--- src/rtl/pipe_stage_reg_if.sv ---
// Handshake bundle between a pipeline producer/consumer pair and pipe_stage_reg.
// The master side drives entries, flush and out_ready; the slave side is the register itself.
interface pipe_stage_reg_if #(
    parameter int CTRL_W = 6,
    parameter int DATA_W = 107,
    parameter int STAGES = 1
);
    localparam int OCC_W = $clog2(STAGES + 1);

    logic              flush;
    logic              in_valid;
    logic              in_ready;
    logic [CTRL_W-1:0] ctrl_in;
    logic [DATA_W-1:0] data_in;
    logic              out_valid;
    logic              out_ready;
    logic [CTRL_W-1:0] ctrl_out;
    logic [DATA_W-1:0] data_out;
    logic [OCC_W-1:0]  occupancy;

    modport master (
        output flush, in_valid, ctrl_in, data_in, out_ready,
        input  in_ready, out_valid, ctrl_out, data_out, occupancy
    );

    modport slave (
        input  flush, in_valid, ctrl_in, data_in, out_ready,
        output in_ready, out_valid, ctrl_out, data_out, occupancy
    );
endinterface

--- src/rtl/pipe_stage_reg.sv ---
// Elastic multi-slot pipeline register with valid/ready handshake, bubble collapsing
// and a synchronous flush that zeroes every control bit so squashed entries cannot write.
module pipe_stage_slot #(
    parameter int CTRL_W = 6,
    parameter int DATA_W = 107
) (
    input  logic              clk,
    input  logic              rst,
    input  logic              i_flush,
    input  logic              i_load,
    input  logic              i_adv,
    input  logic [CTRL_W-1:0] i_ctrl,
    input  logic [DATA_W-1:0] i_data,
    output logic              o_v,
    output logic [CTRL_W-1:0] o_c,
    output logic [DATA_W-1:0] o_d
);
    logic              r_v;
    logic [CTRL_W-1:0] r_c;
    logic [DATA_W-1:0] r_d;

    // Data is left untouched on flush/drain; only v and ctrl must be clean.
    always_ff @(posedge clk or posedge rst) begin
        if (rst) begin
            r_v <= 1'b0;
            r_c <= '0;
            r_d <= '0;
        end else if (i_flush) begin
            r_v <= 1'b0;
            r_c <= '0;
        end else if (i_load) begin
            r_v <= 1'b1;
            r_c <= i_ctrl;
            r_d <= i_data;
        end else if (i_adv) begin
            r_v <= 1'b0;
            r_c <= '0;
        end
    end

    assign o_v = r_v;
    assign o_c = r_c;
    assign o_d = r_d;
endmodule

module pipe_stage_reg #(
    parameter int CTRL_W = 6,
    parameter int DATA_W = 107,
    parameter int STAGES = 1
) (
    input logic clk,
    input logic rst,
    pipe_stage_reg_if.slave bus
);
    localparam int OCC_W = $clog2(STAGES + 1);

    logic [STAGES-1:0]             w_v;
    logic [STAGES-1:0][CTRL_W-1:0] w_c;
    logic [STAGES-1:0][DATA_W-1:0] w_d;
    logic [STAGES-1:0]             w_adv;
    logic                          w_acc;
    logic                          w_emit;
    logic [OCC_W-1:0]              r_occ;

    // Slot i is blocked only when every downstream slot is full and the consumer stalls;
    // this is the adv chain unrolled so it depends on registers and out_ready alone.
    always_comb begin
        logic all_dn;
        w_adv = '0;
        for (int i = 0; i < STAGES; i++) begin
            all_dn = 1'b1;
            for (int j = i + 1; j < STAGES; j++) all_dn = all_dn & w_v[j];
            w_adv[i] = w_v[i] & ~(all_dn & ~bus.out_ready);
        end
    end

    assign bus.in_ready = ~bus.flush & ~rst & (~w_v[0] | w_adv[0]);
    assign w_acc        = bus.in_valid & bus.in_ready;
    assign w_emit       = w_adv[STAGES-1];

    genvar g;
    generate
        for (g = 0; g < STAGES; g++) begin : g_slot
            logic              w_load;
            logic [CTRL_W-1:0] w_cin;
            logic [DATA_W-1:0] w_din;
            if (g == 0) begin : g_head
                assign w_load = w_acc;
                assign w_cin  = bus.ctrl_in;
                assign w_din  = bus.data_in;
            end else begin : g_body
                assign w_load = w_adv[g-1];
                assign w_cin  = w_c[g-1];
                assign w_din  = w_d[g-1];
            end
            pipe_stage_slot #(.CTRL_W(CTRL_W), .DATA_W(DATA_W)) u_slot (
                .clk     (clk),
                .rst     (rst),
                .i_flush (bus.flush),
                .i_load  (w_load),
                .i_adv   (w_adv[g]),
                .i_ctrl  (w_cin),
                .i_data  (w_din),
                .o_v     (w_v[g]),
                .o_c     (w_c[g]),
                .o_d     (w_d[g])
            );
        end
    endgenerate

    // Net change in valid slots is accept minus emit, so the count never wraps.
    always_ff @(posedge clk or posedge rst) begin
        if (rst)            r_occ <= '0;
        else if (bus.flush) r_occ <= '0;
        else                r_occ <= r_occ + OCC_W'(w_acc) - OCC_W'(w_emit);
    end

    assign bus.out_valid = w_v[STAGES-1];
    assign bus.ctrl_out  = w_c[STAGES-1];
    assign bus.data_out  = w_d[STAGES-1];
    assign bus.occupancy = r_occ;
endmodule

--- src/flat_wrapper.sv ---
// flat-port wrapper written by rule: the top's interface ports become plain ports
module pipe_stage_reg_flat 
#(
    parameter int CTRL_W = 6,
    parameter int DATA_W = 107,
    parameter int STAGES = 1
)
  (clk, rst, bus_flush, bus_in_valid, bus_ctrl_in, bus_data_in, bus_out_ready, bus_in_ready, bus_out_valid, bus_ctrl_out, bus_data_out, bus_occupancy);
  pipe_stage_reg_if #(.CTRL_W(CTRL_W), .DATA_W(DATA_W), .STAGES(STAGES)) bus_i ();
  input logic clk;
  input logic rst;
  input wire logic [$bits(bus_i.flush)-1:0] bus_flush;
  input wire logic [$bits(bus_i.in_valid)-1:0] bus_in_valid;
  input wire logic [$bits(bus_i.ctrl_in)-1:0] bus_ctrl_in;
  input wire logic [$bits(bus_i.data_in)-1:0] bus_data_in;
  input wire logic [$bits(bus_i.out_ready)-1:0] bus_out_ready;
  output wire logic [$bits(bus_i.in_ready)-1:0] bus_in_ready;
  output wire logic [$bits(bus_i.out_valid)-1:0] bus_out_valid;
  output wire logic [$bits(bus_i.ctrl_out)-1:0] bus_ctrl_out;
  output wire logic [$bits(bus_i.data_out)-1:0] bus_data_out;
  output wire logic [$bits(bus_i.occupancy)-1:0] bus_occupancy;
  assign bus_i.flush = bus_flush;
  assign bus_i.in_valid = bus_in_valid;
  assign bus_i.ctrl_in = bus_ctrl_in;
  assign bus_i.data_in = bus_data_in;
  assign bus_i.out_ready = bus_out_ready;
  assign bus_in_ready = bus_i.in_ready;
  assign bus_out_valid = bus_i.out_valid;
  assign bus_ctrl_out = bus_i.ctrl_out;
  assign bus_data_out = bus_i.data_out;
  assign bus_occupancy = bus_i.occupancy;
  pipe_stage_reg #(.CTRL_W(CTRL_W), .DATA_W(DATA_W), .STAGES(STAGES)) u_core (.clk(clk), .rst(rst), .bus(bus_i));
endmodule
--- config.mk ---
export PLATFORM = sky130hd
export DESIGN_NAME = pipe_stage_reg_flat
export DESIGN_NICKNAME = d
export VERILOG_FILES = /design/src/rtl/pipe_stage_reg_if.sv /design/src/rtl/pipe_stage_reg.sv /design/src/flat_wrapper.sv
export SDC_FILE = /design/constraint.sdc
export NUM_CORES = 1
export LEC_CHECK = 0
export ABC_AREA = 1
export CAP_MARGIN = 20
export CORE_MARGIN = 4
export CORE_UTILIZATION = 39
export CTS_CLUSTER_DIAMETER = 40
export DETAILED_ROUTE_END_ITERATION = 12
export PLACE_DENSITY = 0.8
export SLEW_MARGIN = 20
export SYNTH_ARGS = -nofsm -noshare
export SYNTH_HDL_FRONTEND = slang
export SYNTH_SLANG_ARGS = --single-unit
--- constraint.sdc ---
create_clock -name clk -period 5.4 [get_ports clk]
set_input_delay 1.08 -clock clk [delete_from_list [all_inputs] [get_ports clk]]
set_output_delay 1.08 -clock clk [all_outputs]
set_load 0.02 [all_outputs]
After elaboration in Yosys (flattened, before gate mapping)
Index checks and enable logic that the tools add are counted.
- input port bits: 118
- bits in registers: 115
- logic and storage cells: 23
- add/sub/neg operators: 2
- bitwise operators: 8
- reduce and logical (&&, ||, !) cells: 2
- muxes and demuxes: 7
- operators by type and width (kind ; number):
    $mux 6 ; 3
    $and 1x1->1 ; 4
    $mux 1 ; 4
    $not 1->1 ; 3
    $reduce_bool 3->1 ; 1
    $reduce_and 2->1 ; 1
    $add 1x1->1 ; 1
    $or 1x1->1 ; 1
    $sub 1x1->1 ; 1

Logic depth before layout (Yosys ltp)
Gate-level depths: netlist (run 1).
- word-level depth: 7
- depth in mapped cells: 8
- gate-level depth less buffers: 7

Cells and area by module
From an unflattened synthesis (run 1), not the netlist that was laid out.
- cells, all modules: 503
- area, all modules: 4390.5 um^2
- by module, submodules not included (module ; sequential area each (um^2) ; cells each ; instances ; area an instance (um^2)):
    pipe_stage_slot ; 2852.7 ; 484 ; 1 ; 4285.4
    pipe_stage_reg ; 25.0 ; 19 ; 1 ; 105.1

Worst setup path before layout (run 1)
No wires, ideal clock.
- path type: input to output
- from: in bus_flush
- to: out bus_in_ready
- slack: 2878 ps
- arrival: 1442 ps
- data required time: 4320 ps
- stages: 3
- path buffers: 0
- cells stage by stage: nor2_2 nand2_2 inv_1
- word-level cells in the longest chain between the ends: 3
- ends and longest elaborated chain (what ; RTL line ; source):
    start, declared ; flat_wrapper.sv:12 ; input wire logic [$bits(bus_i.flush)-1:0] bus_flush;
    $not 1->1 (no source line) ; -- ;
    $and 1x1->1 (2 in a row) ; pipe_stage_reg.sv:77 ; assign bus.in_ready = ~bus.flush & ~rst & (~w_v[0] | w_adv[0]);
    end, declared ; flat_wrapper.sv:17 ; output wire logic [$bits(bus_i.in_ready)-1:0] bus_in_ready;
No other way between the ends.

Final worst setup path (run 1)
Ends and elaborated chain as after synthesis.

==> flow_summary.yaml, run 1 <==
cts:
  cts_tree: "done"
  root_buffer: "clkbuf_16"
  path_clk_slew_ns: 0.05
  postCtsHoldBufs: 0
  cts-buffers-inserted: 17
  clock_path_buffers: 2
  htreeDepth: 4
  clock_latency_ns: 0.40
  post_cts.repair.setup_buffers: 0
  cts.sinks: 115
  cts_resized: 0
synthesis:
  syn_avg_cell_area_um2: 8.80
  synth_warnings: 0
  synth_top_family_by_area: "simple AND/OR/NAND/NOR gates"
  synthCells: 499
  syn_area_mm2: 0.00439
  yosysSeqAreaShare: 0.655
  synth_compound_area_frac: 0.00228
  synth_nets: 617
  ys_seq_elements: 115
  synth_xor_area_frac: 0
  synthSimpleGateAreaFrac: 0.308
  synth_mux_area_frac: 0
  synthAdderAreaFrac: 0
  synth.distinct_cells: 14
grt:
  grt_use_total: 0.208
  antenna_found_initial: 0
  grt_max_degree: 116
  grt_pass1_vias: 4295
  grt_pass1_wl_mm: 21.4
  grt_remaining_overflow: 0
drt:
  vias: 4064
  drt_iter0_markers: 285
  viasPerCell: 4.61
  ant_nets: 0
  wl_per_cell_um: 15.0
  drc_errors: 0
  wl_mm: 13.2
  first_pass_iters: 4
power_and_ir_drop:
  leakage_nw: 3.65
  power_density_mw_per_mm2: 387
  ir_drop_mv: 0.188
worst_setup_path:
  critPathKind: "input pin to primary output"
  cp_slowest_cell: "clkdlybuf4s50_1"
  worstPathRequired_ns: 4.32
  arrival_ns: 2.59
  start_kind: "input pin"
  worstSetupEndpointType: "primary output"
  worstPathMaxFanout: 4
  crit_path_max_incr_delay_ns: 0.60
  crit_chain: "clkdlybuf4s50_1 -> nor2_2 -> nand2_2 -> inv_1 -> clkdlybuf4s50_1"
  worst_path_most_repeated_cell: "clkdlybuf4s50_1"
sta:
  worst_slew_pin_slew_ns: 0.816
  fin_setup_tns_ns: 0
  rsz0062_at_grt: "false"
  finalHoldViolations: 0
  fin_ws_ns: 1.73
  setup_viol: 0
  fin_crit_ns: 3.67
  max_freq_mhz: 272
  slew_viol_final: 0
  skew_ns: 0.00696
  fin_crit_sh: 0.680
  slew_headroom: 0.456
final_layout:
  drive_gt1_frac: 0.0512
  final_common_cell: "nand2_1"
  fillers: 859
  n_antenna_cell: 0
  syn2layout_area_growth_pct: 68.2
  layout.nets: 850
  regArea_mm2: 0.00288
  multi_input_area_mm2: 0.00137
  final_cell_mix: "339 x nand2_1, 233 x clkdlybuf4s50_1, 115 x dfrtp_1, 17 x clkbuf_16, 7 x nand3_1"
floorplan:
  pin_count: 234
  coreArea_mm2: 0.0109
  rows: 38
  initial_utilization: 0.402
  dieArea_mm2: 0.0130
  dieHeight_um: 114
  die_w_um: 114
placed_design:
  hpwl_mm: 9.51
  globalplace.congestion: 0.871
  port_buffers: 233
  pre_cts_ws_ns: 1.74
run_status:
  status: "finished clean"
job:
  maxCapViolCount: 0
worst_hold_path:
  hold_path_class: "flip-flop to flip-flop"
[cell type report]
cell class                      count  share of cell area
Timing Repair Buffer              238               0.325
Sequential cell                   115               0.390
Clock buffer                       23              0.0660
Tap cell                          140              0.0237
Multi-Input combinational cell    354               0.185
Inverter                            6             0.00339
Clock inverter                      6             0.00745
[critical path: cells and delay by family]
family	cells	cell delay, ns
and+or+nand+nor	2	0.37
buffers and inverters	3	1.16
[logic make-up (layout without fill, tap and decap cells)]
kind of cell / Yosys count / after routing
compound gates: 2 / 2
buf+inv: 30 / 273
simple gates: 352 / 352
flops: 115 / 115
[cells in the mapped netlist]
master    count  area [µm²]
nand2_1     339        1270
dfrtp_1     115        2880
buf_2        11        55.1
buf_4         7        52.6
nand3_1       7        35.0
clkbuf_1      6        22.5
inv_1         6        22.5
nand2_2       2        12.5
a21oi_1       1        5.00
nand3_2       1        10.0
nor2_1        1        3.75
nor2_2        1        6.26
nor2_4        1        11.3
o21ai_0       1        5.00
[where the power goes]
| part | internal [mW] | total (mW) | leakage, nW | switching, mW |
|---|---|---|---|---|
| registers | 1.00 | 1.08 | 1.43 | 0.0796 |
| logic | 0.373 | 0.755 | 1.94 | 0.382 |
| clock network | 0.668 | 1.02 | 0.274 | 0.352 |
[final timing paths]
kind | cells past startpoint | slack (ns) | end | startpoint
worst max register to register | 6 | 3.73 | u_core.bus.occupancy$_DFF_PP0_ | u_core.g_slot[0].u_slot.o_v$_DFFE_PP0P_
min in group asynchronous | 2 | 0.98 | u_core.g_slot[0].u_slot.o_d[70]$_DFFE_PP0P_ | rst
worst min-delay path | 2 | 0.47 | u_core.g_slot[0].u_slot.o_d[31]$_DFFE_PP0P_ | u_core.g_slot[0].u_slot.o_d[31]$_DFFE_PP0P_
max in group asynchronous | 3 | 3.50 | u_core.g_slot[0].u_slot.o_d[8]$_DFFE_PP0P_ | rst
worst max-delay path | 5 | 1.73 | bus_in_ready | bus_flush
worst min register to register | 2 | 0.47 | u_core.g_slot[0].u_slot.o_d[31]$_DFFE_PP0P_ | u_core.g_slot[0].u_slot.o_d[31]$_DFFE_PP0P_
[through the flow]
stage           util  cell area (µm²)  total power [mW]  hold slack [ns]  instances
2_1_floorplan      -             4390              1.41            0.589        499
3_3_place_gp   0.624             6820              1.83            0.461        852
3_5_place_dp   0.624             6820              1.85            0.464        852
4_1_cts        0.673             7360              2.89            0.479        881
5_1_grt        0.676             7390              3.00            0.484        882
6_report       0.676             7390              2.86            0.473        882
[routing by layer]
| metal | track usage | wire, µm |
|---|---|---|
| met2 | 0.341 | 6470 |
| met5 | 0 | 0 |
| met1 | 0.241 | 5180 |
| met4 | 0.0752 | 231 |
| met3 | 0.0930 | 1350 |
[flip-flops by register name (all words and copies together) (netlist names)]
| name | cells |
|---|---|
| u_core.g_slot.u_slot.o_v | 1 |
| u_core.g_slot.u_slot.o_c | 6 |
| u_core.g_slot.u_slot.o_d | 107 |
| u_core.bus.occupancy | 1 |
(Power assumes the default switching activity.)
==> run 2, diff against run 1 <==
==> constraint.sdc (replaced) <==
create_clock -name clk -period 3.5 [get_ports clk]
set_input_delay 0.7 -clock clk [delete_from_list [all_inputs] [get_ports clk]]
set_output_delay 0.7 -clock clk [all_outputs]
set_load 0.02 [all_outputs]
==> flow_summary.yaml, run 2 (synthesis gave the netlist of run 1 again) <==
run_status:
  status: "finished clean"
sta:
  slew_viol_final: 0
  max_freq_mhz: 344
  skew_ns: 0.00524
  finalHoldViolations: 0
  rsz0062_at_grt: "false"
  setup_viol: 0
  fin_ws_ns: 0.596
  fin_setup_tns_ns: 0
  fin_crit_ns: 2.90
  worst_slew_pin_slew_ns: 0.645
  fin_crit_sh: 0.830
  hold_ws_ns: 0.477
  slew_headroom: 0.570
final_layout:
  regArea_mm2: 0.00288
  final_cell_area_mm2: 0.00742
  final_cell_mix: "339 x nand2_1, 233 x clkdlybuf4s50_1, 115 x dfrtp_1, 17 x clkbuf_16, 7 x nand3_1"
  drive_gt1_frac: 0.0538
  syn2layout_area_growth_pct: 68.9
  fillers: 841
  layout.nets: 851
  final_common_cell: "nand2_1"
  n_antenna_cell: 0
  largest_reg_flops: 107
  multi_input_area_mm2: 0.00137
drt:
  first_pass_iters: 4
  vias: 4024
  drt-met1-wl_mm: 5.03
  wl_met3_mm: 1.26
  dr_wl_met2_mm: 6.41
  top_layer_used: "met4"
  ant_nets: 0
  wl_mm: 13.0
  drt_iter0_markers: 207
  wl_per_cell_um: 14.7
  viasPerCell: 4.55
  drc_errors: 0
grt:
  grt_use_total: 0.201
  grt_remaining_overflow: 0
  antenna_found_initial: 0
  grt_max_degree: 70
  grt_pass1_wl_mm: 20.5
  grt_pass1_vias: 4186
placed_design:
  place_area_mm2: 0.00685
  pre_cts_ws_ns: 0.612
  hpwl_mm: 9.25
  globalplace.congestion: 0.811
  port_buffers: 233
worst_setup_path:
  arrival_ns: 2.20
  crit_chain: "clkdlybuf4s50_1 -> nor2_2 -> nand2_2 -> inv_1 -> clkdlybuf4s50_1"
  critPathKind: "input pin to primary output"
  worstSetupEndpointType: "primary output"
  worst-path-stages: 5
  start_kind: "input pin"
  path_buf_inv: 3
  r2r.worst_path.cells: 5
  critical_path.top_delay_family: "buffers and inverters"
  worstPathRequired_ns: 2.80
  worstPathMaxFanout: 4
  worst_path_most_repeated_cell: "clkdlybuf4s50_1"
  crit_path_max_incr_delay_ns: 0.62
  cp_slowest_cell: "clkdlybuf4s50_1"
cts:
  clock_path_buffers: 2
  cts_tree: "done"
  root_buffer: "clkbuf_16"
  post_cts.repair.setup_buffers: 0
  postCtsHoldBufs: 0
  path_clk_slew_ns: 0.05
  htreeDepth: 4
  cts_resized: 0
  clock_latency_ns: 0.40
  cts.sinks: 115
  cts-buffers-inserted: 17
worst_hold_path:
  hold_path_class: "flip-flop to flip-flop"
  whs_path_depth: 2
floorplan:
  initial_utilization: 0.402
  pin_count: 234
  dieArea_mm2: 0.0130
  die_w_um: 114
  dieHeight_um: 114
  rows: 38
  coreArea_mm2: 0.0109
job:
  maxCapViolCount: 0
power_and_ir_drop:
  leakage_nw: 3.64
  ir_drop_mv: 0.303
  power_density_mw_per_mm2: 603
-- run 2: power by group --
group / leakage [nW] / internal, mW / switching, mW / total [mW]
sequential: 1.43 / 1.55 / 0.123 / 1.67
clock: 0.263 / 1.07 / 0.575 / 1.65
combinational: 1.94 / 0.577 / 0.581 / 1.16
total: 3.64 / 3.20 / 1.28 / 4.48
-- run 2: worst paths after layout --
| kind | start | to | slack (ns) |
|---|---|---|---|
| hold reg to reg | u_core.g_slot[0].u_slot.o_d[51]$_DFFE_PP0P_ | u_core.g_slot[0].u_slot.o_d[51]$_DFFE_PP0P_ | 0.48 |
| min in group asynchronous | rst | u_core.bus.occupancy$_DFF_PP0_ | 0.81 |
| setup reg to reg | u_core.g_slot[0].u_slot.o_v$_DFFE_PP0P_ | u_core.g_slot[0].u_slot.o_d[27]$_DFFE_PP0P_ | 1.66 |
| setup / recovery | bus_flush | bus_in_ready | 0.60 |
| max in group asynchronous | rst | u_core.g_slot[0].u_slot.o_c[0]$_DFFE_PP0P_ | 2.35 |
| hold / removal | u_core.g_slot[0].u_slot.o_d[51]$_DFFE_PP0P_ | u_core.g_slot[0].u_slot.o_d[51]$_DFFE_PP0P_ | 0.48 |
-- run 2: metrics by stage --
stage	utilization	instances	power (mW)
final	0.678	884	4.48
after CTS	0.678	884	4.52
after detailed placement	0.626	854	2.85
after global routing	0.678	884	4.68
after floorplan	-	499	2.18
after global placement	0.626	854	2.82
-- run 2: layer usage --
layer | global-route usage | up-vias
met5 | 0 | -
met4 | 0.0855 | 0
met3 | 0.0846 | 25
met2 | 0.336 | 172
met1 | 0.224 | 1857
li1 | - | 1970
-- run 2: cell type report --
class / count / share of cell area
repair buffers: 239 / 0.324
flip-flops and latches: 115 / 0.388
inverters: 6 / 0.00354
multi-input cells: 354 / 0.185
clock buffers: 21 / 0.0621
well taps: 140 / 0.0236
clock inverters: 9 / 0.0145
-- run 2: worst reg2reg max path, stage by stage (launching register included) --
cell	delay, ns
dfrtp_1	0.42
nand2_2	0.14
nand3_4	0.49
buf_4	0.49
nand2_1	0.12
nand2_1	0.07
==> run 3, diff against run 2 <==
==> constraint.sdc (replaced) <==
create_clock -name clk -period 2.98 [get_ports clk]
set_input_delay 0.596 -clock clk [delete_from_list [all_inputs] [get_ports clk]]
set_output_delay 0.596 -clock clk [all_outputs]
set_load 0.02 [all_outputs]
==> flow_summary.yaml, run 3 (synthesis gave the netlist of run 1 again) <==
worst_setup_path:
  worstSetupEndpointType: "primary output"
  worstPathRequired_ns: 2.38
  start_kind: "input pin"
  r2r.worst_path.cells: 5
  worstPathMaxFanout: 4
  arrival_ns: 2.07
  critPathKind: "input pin to primary output"
  rrSetupSlack_ns: 1.29
  reg2reg_to: "u_core.g_slot[0].u_slot.o_d[79]$_DFFE_PP0P_"
  timing.rr.start: "u_core.g_slot[0].u_slot.o_v$_DFFE_PP0P_"
cts:
  post_cts.repair.setup_buffers: 0
  clock_latency_ns: 0.40
  root_buffer: "clkbuf_16"
  cts.sinks: 115
  cts-buffers-inserted: 17
  cts_tree: "done"
  postCtsHoldBufs: 0
  path_clk_slew_ns: 0.05
  cts_resized: 0
  clock_path_buffers: 2
  htreeDepth: 4
floorplan:
  die_w_um: 114
  dieArea_mm2: 0.0130
  coreArea_mm2: 0.0109
  dieHeight_um: 114
  initial_utilization: 0.402
  pin_count: 234
  rows: 38
sta:
  slew_headroom: 0.585
  worst_slew_pin_slew_ns: 0.622
  skew_ns: 0.00559
  finalHoldViolations: 0
  setup_viol: 0
  slew_viol_final: 0
  fin_crit_ns: 2.67
  rsz0062_at_grt: "false"
  max_freq_mhz: 375
  fin_crit_sh: 0.895
  hold_ws_ns: 0.474
  fin_setup_tns_ns: 0
  fin_ws_ns: 0.312
grt:
  grt_use_total: 0.214
  grt_pass1_vias: 4404
  antenna_found_initial: 0
  grt_max_degree: 77
  grt_pass1_wl_mm: 21.7
  grt_remaining_overflow: 0
final_layout:
  regArea_mm2: 0.00288
  final_common_cell: "nand2_1"
  fillers: 868
  fin_cells: 885
  largest_reg_flops: 107
  drive_gt1_frac: 0.0537
  n_antenna_cell: 0
  final_cell_mix: "339 x nand2_1, 233 x clkdlybuf4s50_1, 115 x dfrtp_1, 17 x clkbuf_16, 7 x nand3_1"
  syn2layout_area_growth_pct: 69.7
  multi_input_area_mm2: 0.00137
  finish.utilization: 0.682
  final_cell_area_mm2: 0.00745
  layout.nets: 852
power_and_ir_drop:
  p_total_mw: 5.40
  leakage_nw: 3.66
  power_density_mw_per_mm2: 725
  ir_drop_mv: 0.358
placed_design:
  globalplace.congestion: 0.817
  pre_cts_ws_ns: 0.312
  hpwl_mm: 9.72
  dp.cells: 855
  port_buffers: 233
  place_area_mm2: 0.00686
drt:
  drt_iter0_markers: 192
  drc_errors: 0
  first_pass_iters: 5
  wl_mm: 13.6
  ant_nets: 0
  wl_per_cell_um: 15.4
  vias: 4115
  viasPerCell: 4.65
job:
  maxCapViolCount: 0
worst_hold_path:
  min_to: "u_core.g_slot[0].u_slot.o_d[98]$_DFFE_PP0P_"
  hp-start: "u_core.g_slot[0].u_slot.o_d[98]$_DFFE_PP0P_"
  hold_path_class: "flip-flop to flip-flop"
  whs_path_depth: 2
run_status:
  status: "finished clean"
[run 3: cell count changes in the layout (fill, tap and decap cells not counted)]
cell        before  now
buf_4            4    5
bufinv_16        2    4
clkbuf_1         2    3
clkbuf_8         2    0
clkinvlp_4       6    5
[run 3: area by class of cell]
type	count	share of cell area
multi-input combinational	354	0.184
timing repair buffer	240	0.323
inverter	6	0.00352
sequential	115	0.386
clock buffer	20	0.0586
tap	140	0.0235
clock inverter	10	0.0215
[run 3: power breakdown]
group | total [mW] | internal, mW | switching (mW)
logic | 1.37 | 0.678 | 0.694
clock network | 2.07 | 1.38 | 0.685
registers | 1.96 | 1.82 | 0.144
total | 5.40 | 3.88 | 1.52
[run 3: routing by layer]
layer  global-route usage  part of all wire  vias to the layer above
met5                    0                 0                        -
met4               0.0966             0.026                        0
met3               0.0904             0.094                       29
met2                0.365              0.50                      194
met1                0.230              0.38                     1925
li1                     -                 -                     1967
[run 3: worst max path at each step]
| stage | from | end | slack (ns) |
|---|---|---|---|
| 2_1_floorplan | rst | u_core.bus.occupancy$_DFF_PP0_ | 0.98 |
| 3_3_place_gp | bus_flush | bus_in_ready | 0.32 |
| 3_5_place_dp | bus_flush | bus_in_ready | 0.31 |
| 4_1_cts | bus_flush | bus_in_ready | 0.30 |
| 5_1_grt | bus_flush | bus_in_ready | 0.23 |
| 6_report | bus_flush | bus_in_ready | 0.31 |
[run 3: critical path: stages]
cell             delay [ns]
clkdlybuf4s50_1        0.48
nor2_2                 0.22
nand2_2                0.10
inv_1                  0.06
clkdlybuf4s50_1        0.62
